File: src/rtl/sad_search_ctrl_if.sv
// Handshake and datapath bus between the SAD search controller and its environment.
// master = controller side, slave = top-level control / SAD datapath side.
interface sad_search_ctrl_if #(
    parameter int N_CAND = 4,
    parameter int SAD_W  = 12,
    parameter int ADDR_W = 6
);
    localparam int IDX_W = (N_CAND > 1) ? $clog2(N_CAND) : 1;

    logic              init;
    logic              ack;
    logic [SAD_W-1:0]  sad_in;
    logic              en_sad;
    logic              rst_sad;
    logic [ADDR_W-1:0] addr_a;
    logic [ADDR_W-1:0] addr_b;
    logic              busy;
    logic              done;
    logic [IDX_W-1:0]  best_idx;
    logic [SAD_W-1:0]  best_sad;

    modport master (
        input  init, ack, sad_in,
        output en_sad, rst_sad, addr_a, addr_b, busy, done, best_idx, best_sad
    );

    modport slave (
        output init, ack, sad_in,
        input  en_sad, rst_sad, addr_a, addr_b, busy, done, best_idx, best_sad
    );
endinterface

File: src/rtl/sad_search_ctrl.sv
// SAD search scheduler: one SAD per candidate block, tracks the minimum and reports it via done/ack.
// Optional SAD_EARLY_TERM_EN: abandon a candidate once its partial SAD reaches the current best.
module sad_search_ctrl #(
    parameter int N_CAND = 4,
    parameter int N_PIX  = 16,
    parameter int SAD_W  = 12,
    parameter int ADDR_W = 6
) (
    input  logic              clk,
    input  logic              rst,
    sad_search_ctrl_if.master bus
);
    localparam int IDX_W = (N_CAND > 1) ? $clog2(N_CAND) : 1;
    localparam int PIX_W = $clog2(N_PIX);

    localparam logic [2:0] S_IDLE = 3'd0;
    localparam logic [2:0] S_CLR  = 3'd1;
    localparam logic [2:0] S_ACC  = 3'd2;
    localparam logic [2:0] S_CMP  = 3'd3;
    localparam logic [2:0] S_DONE = 3'd4;

    logic [2:0]        state;
    logic [PIX_W-1:0]  pix_cnt;
    logic [IDX_W-1:0]  cand;
    logic [IDX_W-1:0]  best_idx;
    logic [SAD_W-1:0]  best_sad;
    logic [ADDR_W-1:0] addr_a_q;
    logic [ADDR_W-1:0] addr_b_q;
    logic [ADDR_W-1:0] addr_a_acc;
    logic [ADDR_W-1:0] addr_b_acc;
    logic              last_pix;
    logic              last_cand;
    logic              early_stop;

    always_comb begin
        last_pix   = (pix_cnt == PIX_W'(N_PIX - 1));
        last_cand  = (cand == IDX_W'(N_CAND - 1));
        addr_a_acc = ADDR_W'(pix_cnt);
        addr_b_acc = ADDR_W'(cand) * ADDR_W'(N_PIX) + ADDR_W'(pix_cnt);
`ifdef SAD_EARLY_TERM_EN
        // The accumulator only grows, so once it reaches best_sad this candidate cannot win.
        early_stop = (cand != '0) && (bus.sad_in >= best_sad);
`else
        early_stop = 1'b0;
`endif
    end

    // Addresses follow the counters during ACC and hold the last issued value elsewhere.
    assign bus.addr_a   = (state == S_ACC) ? addr_a_acc : addr_a_q;
    assign bus.addr_b   = (state == S_ACC) ? addr_b_acc : addr_b_q;
    assign bus.en_sad   = (state == S_ACC);
    assign bus.rst_sad  = (state == S_CLR);
    assign bus.busy     = (state != S_IDLE);
    assign bus.done     = (state == S_DONE);
    assign bus.best_idx = best_idx;
    assign bus.best_sad = best_sad;

    always_ff @(posedge clk) begin
        if (rst) begin
            state    <= S_IDLE;
            pix_cnt  <= '0;
            cand     <= '0;
            best_idx <= '0;
            best_sad <= '1;
            addr_a_q <= '0;
            addr_b_q <= '0;
        end else begin
            case (state)
                S_IDLE: begin
                    if (bus.init) state <= S_CLR;
                end
                S_CLR: begin
                    pix_cnt <= '0;
                    if (cand == '0) begin
                        best_sad <= '1;
                        best_idx <= '0;
                    end
                    state <= S_ACC;
                end
                S_ACC: begin
                    addr_a_q <= addr_a_acc;
                    addr_b_q <= addr_b_acc;
                    pix_cnt  <= pix_cnt + PIX_W'(1);
                    if (early_stop) begin
                        if (last_cand) begin
                            state <= S_DONE;
                        end else begin
                            cand  <= cand + IDX_W'(1);
                            state <= S_CLR;
                        end
                    end else if (last_pix) begin
                        state <= S_CMP;
                    end
                end
                S_CMP: begin
                    if (bus.sad_in < best_sad) begin
                        best_sad <= bus.sad_in;
                        best_idx <= cand;
                    end
                    if (last_cand) begin
                        state <= S_DONE;
                    end else begin
                        cand  <= cand + IDX_W'(1);
                        state <= S_CLR;
                    end
                end
                S_DONE: begin
                    if (bus.ack) begin
                        cand  <= '0;
                        state <= S_IDLE;
                    end
                end
                default: state <= S_IDLE;
            endcase
        end
    end
endmodule
File: src/flat_wrapper.sv
// flat-port wrapper written by rule: the top's interface ports become plain ports
module sad_search_ctrl_flat 
#(
    parameter int N_CAND = 4,
    parameter int N_PIX  = 16,
    parameter int SAD_W  = 12,
    parameter int ADDR_W = 6
)
  (clk, rst, bus_init, bus_ack, bus_sad_in, bus_en_sad, bus_rst_sad, bus_addr_a, bus_addr_b, bus_busy, bus_done, bus_best_idx, bus_best_sad);
  sad_search_ctrl_if #(.N_CAND(N_CAND), .SAD_W(SAD_W), .ADDR_W(ADDR_W)) bus_i ();
  input  logic clk;
  input  logic rst;
  input wire logic [$bits(bus_i.init)-1:0] bus_init;
  input wire logic [$bits(bus_i.ack)-1:0] bus_ack;
  input wire logic [$bits(bus_i.sad_in)-1:0] bus_sad_in;
  output wire logic [$bits(bus_i.en_sad)-1:0] bus_en_sad;
  output wire logic [$bits(bus_i.rst_sad)-1:0] bus_rst_sad;
  output wire logic [$bits(bus_i.addr_a)-1:0] bus_addr_a;
  output wire logic [$bits(bus_i.addr_b)-1:0] bus_addr_b;
  output wire logic [$bits(bus_i.busy)-1:0] bus_busy;
  output wire logic [$bits(bus_i.done)-1:0] bus_done;
  output wire logic [$bits(bus_i.best_idx)-1:0] bus_best_idx;
  output wire logic [$bits(bus_i.best_sad)-1:0] bus_best_sad;
  assign bus_i.init = bus_init;
  assign bus_i.ack = bus_ack;
  assign bus_i.sad_in = bus_sad_in;
  assign bus_en_sad = bus_i.en_sad;
  assign bus_rst_sad = bus_i.rst_sad;
  assign bus_addr_a = bus_i.addr_a;
  assign bus_addr_b = bus_i.addr_b;
  assign bus_busy = bus_i.busy;
  assign bus_done = bus_i.done;
  assign bus_best_idx = bus_i.best_idx;
  assign bus_best_sad = bus_i.best_sad;
  sad_search_ctrl #(.N_CAND(N_CAND), .N_PIX(N_PIX), .SAD_W(SAD_W), .ADDR_W(ADDR_W)) u_core (.clk(clk), .rst(rst), .bus(bus_i));
endmodule
File: config.mk
export PLATFORM = sky130hd
export DESIGN_NAME = sad_search_ctrl_flat
export DESIGN_NICKNAME = d
export VERILOG_FILES = /design/src/rtl/sad_search_ctrl_if.sv /design/src/rtl/sad_search_ctrl.sv /design/src/flat_wrapper.sv
export SDC_FILE = /design/constraint.sdc
export NUM_CORES = 1
export LEC_CHECK = 0
export ABC_AREA = 1
export CAP_MARGIN = 20
export CELL_PAD_IN_SITES_DETAIL_PLACEMENT = 0
export CELL_PAD_IN_SITES_GLOBAL_PLACEMENT = 1
export CORE_AREA = 2 2 75 77
export CTS_BUF_LIST = sky130_fd_sc_hd__clkbuf_4 sky130_fd_sc_hd__clkbuf_8
export CTS_CLUSTER_SIZE = 20
export DETAILED_ROUTE_END_ITERATION = 8
export DIE_AREA = 0 0 77 79
export PLACE_DENSITY = 0.84
export SLEW_MARGIN = 0
export SYNTH_ARGS = -nofsm -noshare
export SYNTH_HDL_FRONTEND = slang
export SYNTH_SLANG_ARGS = --single-unit
File: constraint.sdc
create_clock -name clk -period 1.9 [get_ports clk]
set_input_delay 0.38 -clock clk [delete_from_list [all_inputs] [get_ports clk]]
set_output_delay 0.38 -clock clk [all_outputs]
set_load 0.005 [all_outputs]
==> key figures, run 1 <==
Outcome
  – Run status: complete, no violations

GRT
  – Largest net degree at the start of global routing: 18
  – First-pass GRT wire length: 7.783 mm
  – Grt total ovfl: 0
  – Total GRT Usage: 0.1566
  – Vias in the first global route: ~1,800
  – Initial antenna violation count: 0

Logic synthesis
  – Post-Synth Adder-Cell Area: 0.09479
  – Mux contribution to synthesized area: 0
  – Synth Register Bits: 35
  – Register area share after synthesis: 0.3791
  – Mean Syn Cell Area: about 7.2 sq um
  – Synth Area in Compound Gates: 0.08734
  – Syn nets: roughly 290
  – Largest family of logic cells by synthesized area: simple AND/OR/NAND/NOR gates
  – Count of cell types in the netlist: 25
  – Cells after synthesis: 257
  – Post-Syn Area: around 1800 sq um
  – Post-Synth Simple-Gate Area: 0.3270
  – Yosys warnings: 0
  – XOR/XNOR share of the synthesized area: 0

Worst setup path
  – Critical Path Source Type: register
  – Setup CP Type: register to output pin
  – Setup crit end: bus_addr_b[2]
  – Worst EP required: around 1.5 ns
  – WP buf/inv: 4
  – Worst-path fanout max: 5
  – CP arrival: 1.48 ns
  – Reg2Reg Setup Slack: approximately 0.15 ns
  – Worst path slowest cell: dfxtp_2
  – Crit. End Element: output pin
  – Crit-path leading delay family: buffers and inverters
  – FF-to-FF Start: u_core.bus.best_sad[11]$_SDFFE_PP1P_
  – Cells on worst reg2reg path: 11
  – Delay of the slowest critical-path stage: 0.33 ns
  – Worst R2R End: u_core.bus.best_sad[0]$_SDFFE_PP1P_
  – Setup crit start: u_core.state[2]$_SDFFE_PP0P_
  – Most frequent CP cell: nand2_1
  – CP Depth: 7
  – Worst-path cell chain: inv_4 -> nand3_4 -> buf_12 -> buf_4 -> nand2_1 -> nand2_1 -> dlygate4sd2_1

Finish
  – Storage cell area: approximately 700 sq um
  – Post-Layout Cell Count: slightly below 400
  – Ant. Diodes: 0
  – Syn-to-layout area delta: 48.88%
  – Nets: 351
  – Filler cells: 550
  – Fraction of layout cells with a size suffix above 1: 0.2236
  – Multi-input logic area: ~1100 sq um
  – Most frequent cells in the layout: 53 x nand2_1, 36 x inv_1, 32 x dfxtp_1
  – Commonest non-fill, non-tap cell in the layout: nand2_1

Placement
  – Dpl cells: 375
  – Worst slack at placement: -0.2233 ns
  – Dpl hpwl: slightly above 3 mm
  – Port Buffers: 45
  – Final Wtd Congestion: around 0.76

Floorplan
  – Die area: around 6100 sq um
  – Die width: approximately 77 um
  – Initial Util: 0.3462
  – I/O pin count: between 40 and 50
  – Core Area: between 5000 and 6000 sq um
  – Die height: between 70 and 80 um
  – Num rows: 27

Power and ir drop
  – Peak supply drop: 0.5000 mV
  – Total power: roughly 2.3 mW
  – Pwr Density: between 800 and 900 nW/um^2
  – Leakage: 1.457 nW

Detailed routing
  – Routed WL: 4.511 mm
  – Vias per std cell: 4.614
  – WL per Instance: 11.45 um
  – Pre-antenna DRT Iters: 4
  – Residual DRC: 0
  – First DRT Iteration DRCs: 35
  – Routed Antenna Nets: 0
  – DR vias: between 1,500 and 2,000

Timing
  – Setup Skew: 0.007946 ns
  – Worst relative slew slack: 0.6702
  – Final WS setup: roughly 0.037 ns
  – Fin. max-slew vios: 0
  – Maximum achievable frequency: 536.8 MHz
  – Minimum clock period: ~1.9 ns
  – Fin crit share: 0.9805
  – Slew @ Worst Pin: approximately 0.5 ns
  – Final hold violations: 0
  – Setup violators final: 0
  – Min Hold Slack: 0.4403 ns
  – Setup repair after global routing missed its margin: yes

Clock network
  – # clock sinks: 35
  – Clock Path Buffers: 2
  – CTS clk-pin slew, worst paths: around 0.080 ns
  – Clk_lat worst skew: between 0.2 and 0.3 ns
  – CTS tree: yes
  – CTS buffer count: 5
  – Htree depth: 2
  – Root cell of the clock tree: clkbuf_8

Min path
  – Worst hold path class: input pin to register

Flow run
  – Max-cap viol count: 0
[worst min-delay path, stage by stage]
cell and delay, ns:
dlymetal6s2s_1 0.11, or2_2 0.12, nand2_1 0.04, nand3_1 0.05
[cells in the mapped netlist]
master	instances	area (sq um)
nand2_1	58	217.7
buf_8	1	15.01
a22oi_1	1	7.510
buf_6	1	11.26
ha_1	14	175.2
or2_2	11	68.82
o21ai_0	5	25.02
clkbuf_1	4	15.01
a211oi_1	3	22.52
nor2_1	18	67.56
nor2_2	2	12.51
nand3_1	27	135.1
nand2_2	1	6.260
nor4_1	1	6.260
or2_1	2	12.51
nand2_4	2	22.52
o21ai_1	2	10.01
a21oi_1	18	90.09
inv_2	1	3.750
a31oi_1	1	6.260
buf_2	3	15.01
dfxtp_1	35	700.7
nor3_1	3	15.01
inv_1	39	146.4
nand3_2	4	40.04
[layout make-up]
class	count	share of cell area
sequential	35	0.2560
clock inverter	2	0.005912
tap	72	0.03274
timing repair buffer	65	0.2319
multi-input combinational	174	0.3861
clock buffer	6	0.03001
inverter	40	0.05730
[through the flow]
step	utilization	TNS (ns)	instance area, sq um
after floorplan	-	0	1848
after CTS	0.4827	-0.1487	2576
final	0.5155	0	2751
after detailed placement	0.4510	-2.985	2407
after global placement	0.4510	-2.382	2407
after global routing	0.5155	-0.1448	2751
[layer usage]
layer	vias up	part of all wire	wire, um	track usage
met5	-	0	0	0
met4	0	0.011	51	0.04821
met3	7	0.050	227	0.03636
met2	36	0.47	2130	0.2763
met1	835	0.47	2101	0.1897
li1	940	-	-	-
[timing repair]
action | CTS | global route
pin swaps | 2 | 8
gates resized for setup | 33 | 29
hold buffers | 0 | 0
setup buffers | 4 | 6
endpoints found under the setup margin | 15 | 19
gates cloned | 0 | 1
[power breakdown]
group          switching (mW)  internal (mW)
Sequential             0.0580          0.813
Combinational           0.377          0.414
Clock                   0.293          0.296
Total                   0.727           1.52
[kinds of logic after synthesis]
family	Yosys count
AO/OA/AOI/OAI	30
adder cells (fa/ha/maj)	14
buffers and inverters	49
flip-flops	35
AND/OR/NAND/NOR	129
[worst min path at each step]
stage | start | end | cells after the start
floorplan | u_core.addr_a_q[4]$_SDFF_PP0_ | u_core.addr_a_q[4]$_SDFF_PP0_ | 2
CTS | u_core.addr_a_q[4]$_SDFF_PP0_ | u_core.addr_a_q[4]$_SDFF_PP0_ | 2
global route | bus_sad_in[7] | u_core.bus.best_sad[7]$_SDFFE_PP1P_ | 4
detailed placement | u_core.addr_a_q[4]$_SDFF_PP0_ | u_core.addr_a_q[4]$_SDFF_PP0_ | 2
finish | bus_sad_in[7] | u_core.bus.best_sad[7]$_SDFFE_PP1P_ | 4
global placement | u_core.addr_a_q[5]$_SDFF_PP0_ | u_core.addr_a_q[5]$_SDFF_PP0_ | 2
[state kept, by name (all words and copies together) (netlist names)]
register / count
u_core.pix_cnt: 4
u_core.state: 3
u_core.cand: 2
u_core.bus.best_idx: 2
u_core.addr_a_q: 6
u_core.bus.best_sad: 12
u_core.addr_b_q: 6
Power figures use the tool's default switching activity.
==> run 2, diff against run 1 <==
Settings changed: ABC_AREA 1 to 0, CORE_AREA 2 2 75 77 to 2 2 73 75, DIE_AREA 0 0 77 79 to 0 0 75 77, GPL_TIMING_DRIVEN set to 0, PLACE_DENSITY 0.84 to 0.83.
==> key figures, run 2 <==
Outcome
  – Run status: finished, violations left
  – Failing checks: setup timing

Logic synthesis
  – Post-Syn Area: 1779 sq um (-3.7%)
  – Share of the synthesized area in the top cell type: 0.3938 (+0.01466)
  – Cells after synthesis: 206 (-20%)
  – Syn nets: 236 (-18%)
  – Async SR Flop Fraction: 0 (unchanged)
  – Ranking of synthesized cells by area: dfxtp_1 39%, ha_1 9.8%, nor2_1 8.0%
  – Synth Register Bits: 35 (unchanged)
  – EDFF count, synth: 0 (unchanged)
  – Commonest cells in the netlist: 38 x nor2_1, 35 x dfxtp_1, 22 x nand2_1, 16 x inv_1, 15 x a21oi_1
  – Count of cell types in the netlist: 38 (+52%)
  – Register area share after synthesis: 0.3938 (+0.01466)
  – Top-count cell post-synth: nor2_1
  – Top_reg_cell synth: dfxtp_1
  – Area leader, netlist: dfxtp_1
  – Mean Syn Cell Area: 8.637 sq um (+20%)
  – Yosys warnings: 0 (unchanged)

Worst setup path
  – CP arrival: 1.69 ns (+0.21 ns)
  – Worst EP required: 1.52 ns (about the same)
  – Setup CP Type: register to output pin
  – Worst R2R End: u_core.bus.best_sad[2]$_SDFFE_PP1P_
  – Critical Path Source Type: register
  – Reg2Reg Setup Slack: 0.13 ns (-0.02 ns)
  – Crit. End Element: output pin
  – FF-to-FF Start: u_core.bus.best_sad[2]$_SDFFE_PP1P_
  – Cells on worst reg2reg path: 8 (-3)
  – Worst-path fanout max: 6 (+1)

Finish
  – Largest regs: u_core.bus.best_sad (12), u_core.addr_a_q (6), u_core.addr_b_q (6)
  – Nets: 303 (-14%)
  – Number of flip-flops in the largest register: 12 (unchanged)
  – Commonest non-fill, non-tap cell in the layout: nor2_1
  – Fin util: 0.5576 (+0.04210)
  – Syn-to-layout area delta: 55.98%
  – Filler cells: 477 (-13%)
  – Multi-input logic area: 1126 sq um (+6.0%)
  – Storage cell area: 713.2 sq um (+1.2%)
  – Most frequent cells in the layout: 38 x nor2_1, 29 x dfxtp_1, 20 x clkdlybuf4s50_1
  – Biggest register: u_core.bus.best_sad
  – Ant. Diodes: 0 (unchanged)
  – Fraction of layout cells with a size suffix above 1: 0.3139 (+0.09027)

Detailed routing
  – Routed WL: 4.442 mm (-1.5%)
  – First DRT Iteration DRCs: 25 (-29%)
  – Routed Antenna Nets: 0 (unchanged)
  – DR vias: 1,601 (-12%)
  – Residual DRC: 0 (unchanged)
  – Pre-antenna DRT Iters: 4 (unchanged)
  – Vias per std cell: 4.654 (+0.86%)
  – WL per Instance: 12.91 um (+13%)

Timing
  – Setup violators final: 12 (+12)
  – Worst relative slew slack: 0.6311 (-0.03906)
  – Final hold violations: 0 (unchanged)
  – Slew @ Worst Pin: 0.5533 ns (+0.06034 ns)
  – Setup Skew: 0.008379 ns (+0.0004329 ns)
  – Final WS setup: -0.1687 ns (-0.2057 ns)
  – Fin crit share: 1.089 (+0.1083)
  – Fin. max-slew vios: 0 (unchanged)
  – Minimum clock period: 2.069 ns (+0.2057 ns)
  – Maximum achievable frequency: 483.4 MHz (-9.9%)
  – Setup repair after global routing missed its margin: yes
  – Min Hold Slack: 0.4023 ns (-0.03796 ns)

Power and ir drop
  – Pwr Density: 860.1 nW/um^2 (+5.1%)
  – Total net switching power: 0.7078 mW (-2.7%)
  – Combinational share of power: 0.371 (+0.020)
  – Peak supply drop: 0.5569 mV (+11%)
  – Clock network power share: 0.294 (+0.032)
  – Net Sw Frac: 0.2965 (-0.02673)
  – Leakage: 1.331 nW (-8.6%)
  – Pint: 1.679 mW (+10%)
  – Sequential Power Share: 0.335 (-0.052)

Clock network
  – Htree depth: 2 (unchanged)
  – CTS buffer count: 5 (unchanged)
  – CTS clk-pin slew, worst paths: 0.07 ns (about the same)
  – Clk_lat worst skew: 0.28 ns (about the same)
  – Clock Path Buffers: 2 (unchanged)
  – Hold Buf Count CTS: 0 (unchanged)
  – # clock sinks: 35 (unchanged)
  – CTS tree: yes
  – Root cell of the clock tree: clkbuf_8

Min path
  – Hold Startpoint: bus_sad_in[0]
  – Hold depth: 3 (-1)
  – Hold Path Sink: u_core.bus.best_sad[0]$_SDFFE_PP1P_
  – Worst hold path class: input pin to register

Placement
  – Final Wtd Congestion: 0.7711 (+1.4%)
  – Port Buffers: 44 (-2.2%)
  – Dpl hpwl: 2.865 mm (-7.9%)

Flow run
  – Max-cap viol count: 0 (unchanged)

Floorplan
  – Num rows: 26 (-3.7%)
  – Die area: 5775 sq um (-5.1%)
  – Initial Util: 0.3575 (+0.01124)
  – I/O pin count: 46 (unchanged)
  – Core Area: 4977 sq um (-6.8%)
  – Die height: 77 um (-2.5%)
  – Die width: 75 um (-2.6%)

GRT
  – Total GRT Usage: 0.1573 (+0.0006941)
  – Grt total ovfl: 0 (unchanged)
  – Largest net degree at the start of global routing: 12 (-6)
  – Vias in the first global route: 1,571 (-12%)
  – First-pass GRT wire length: 7.065 mm (-9.2%)
  – Initial antenna violation count: 0 (unchanged)
==> run 2: cell count changes in the layout (fill, tap and decap cells not counted), moves of 5 or more <==
| cell | delta |
|---|---|
| nand2_1 | -43 |
| nand3_1 | -26 |
| inv_1 | -22 |
| nor2_1 | +22 |
| mux2i_1 | +14 |
| or2_2 | -10 |
| buf_2 | +7 |
| nor2b_1 | +6 |
| clkbuf_1 | +5 |
| clkdlybuf4s50_1 | -5 |
==> run 2: per-layer routing <==
metal / vias up / GRT usage / wire length (um)
met5: - / 0 / 0
met4: 0 / 0.05893 / 34
met3: 5 / 0.03811 / 197
met2: 35 / 0.2553 / 2168
met1: 744 / 0.1974 / 2042
li1: 817 / - / -
==> run 2: cells by family after synthesis <==
logic type	count (synthesis)	share of synthesized area
AND/OR/NAND/NOR	83	0.2244
flip-flops	35	0.3938
AO/OA/AOI/OAI	33	0.1287
buffers and inverters	26	0.07103
multiplexers	14	0.07876
adder cells (fa/ha/maj)	14	0.09845
XOR/XNOR	1	0.004924
==> run 2: layout make-up <==
class / count / share of cell area
clock buffer: 6 / 0.02976
buffer: 7 / 0.01984
tap: 70 / 0.03156
timing repair buffer: 62 / 0.2160
inverter: 17 / 0.02750
sequential: 35 / 0.2570
clock inverter: 2 / 0.01262
multi-input combinational: 145 / 0.4058
==> run 2: worst max path at each step <==
| stage | end | from | slack (ns) | cells after the start |
|---|---|---|---|---|
| 4_1_cts | bus_addr_a[0] | u_core.state[1]$_SDFFE_PP0P_ | -0.20 | 8 |
| 3_3_place_gp | u_core.bus.best_sad[6]$_SDFFE_PP1P_ | bus_sad_in[1] | -0.58 | 7 |
| 2_1_floorplan | u_core.bus.best_sad[10]$_SDFFE_PP1P_ | u_core.bus.best_sad[1]$_SDFFE_PP1P_ | 0.08 | 7 |
| 5_1_grt | bus_addr_a[0] | u_core.state[0]$_SDFFE_PP0P_ | -0.23 | 7 |
| 6_report | bus_addr_a[0] | u_core.state[0]$_SDFFE_PP0P_ | -0.17 | 7 |
| 3_5_place_dp | u_core.bus.best_sad[1]$_SDFFE_PP1P_ | bus_sad_in[1] | -0.63 | 7 |
==> run 2: stage by stage <==
| step | area [sq um] | total power, mW | cells | TNS, ns | setup slack [ns] |
|---|---|---|---|---|---|
| 5_1_grt | 2775 | 2.499 | 344 | -2.345 | -0.2334 |
| 3_5_place_dp | 2307 | 1.400 | 320 | -11.70 | -0.6291 |
| 6_report | 2775 | 2.387 | 344 | -1.529 | -0.1687 |
| 3_3_place_gp | 2307 | 1.401 | 320 | -11.08 | -0.5753 |
| 4_1_cts | 2705 | 2.449 | 343 | -2.109 | -0.1952 |
| 2_1_floorplan | 1779 | 1.215 | 206 | 0 | 0.07704 |
==> run 2: power by group through the flow <==
| stage | sequential [mW] | combinational [mW] | clock, mW |
|---|---|---|---|
| 2_1_floorplan | 0.810 | 0.406 | 0 |
| 3_3_place_gp | 0.815 | 0.586 | 0 |
| 3_5_place_dp | 0.817 | 0.583 | 0 |
| 4_1_cts | 0.806 | 0.924 | 0.719 |
| 5_1_grt | 0.804 | 0.948 | 0.747 |
| 6_report | 0.799 | 0.887 | 0.702 |
==> run 2: critical path, stage by stage, from the launching register on <==
cell,delay (ns)
dfxtp_4,0.35
or3b_1,0.38
buf_6,0.14
buf_12,0.13
clkinv_8,0.05
and2_4,0.15
a21o_1,0.10
buf_2,0.11
==> run 2: what timing repair did <==
| item | CTS | global route |
|---|---|---|
| gates resized for setup | 95 | 22 |
| setup buffers | 14 | 5 |
| pin swaps | 13 | 12 |
| gates cloned | 1 | 0 |
| endpoints found under the setup margin | 30 | 30 |
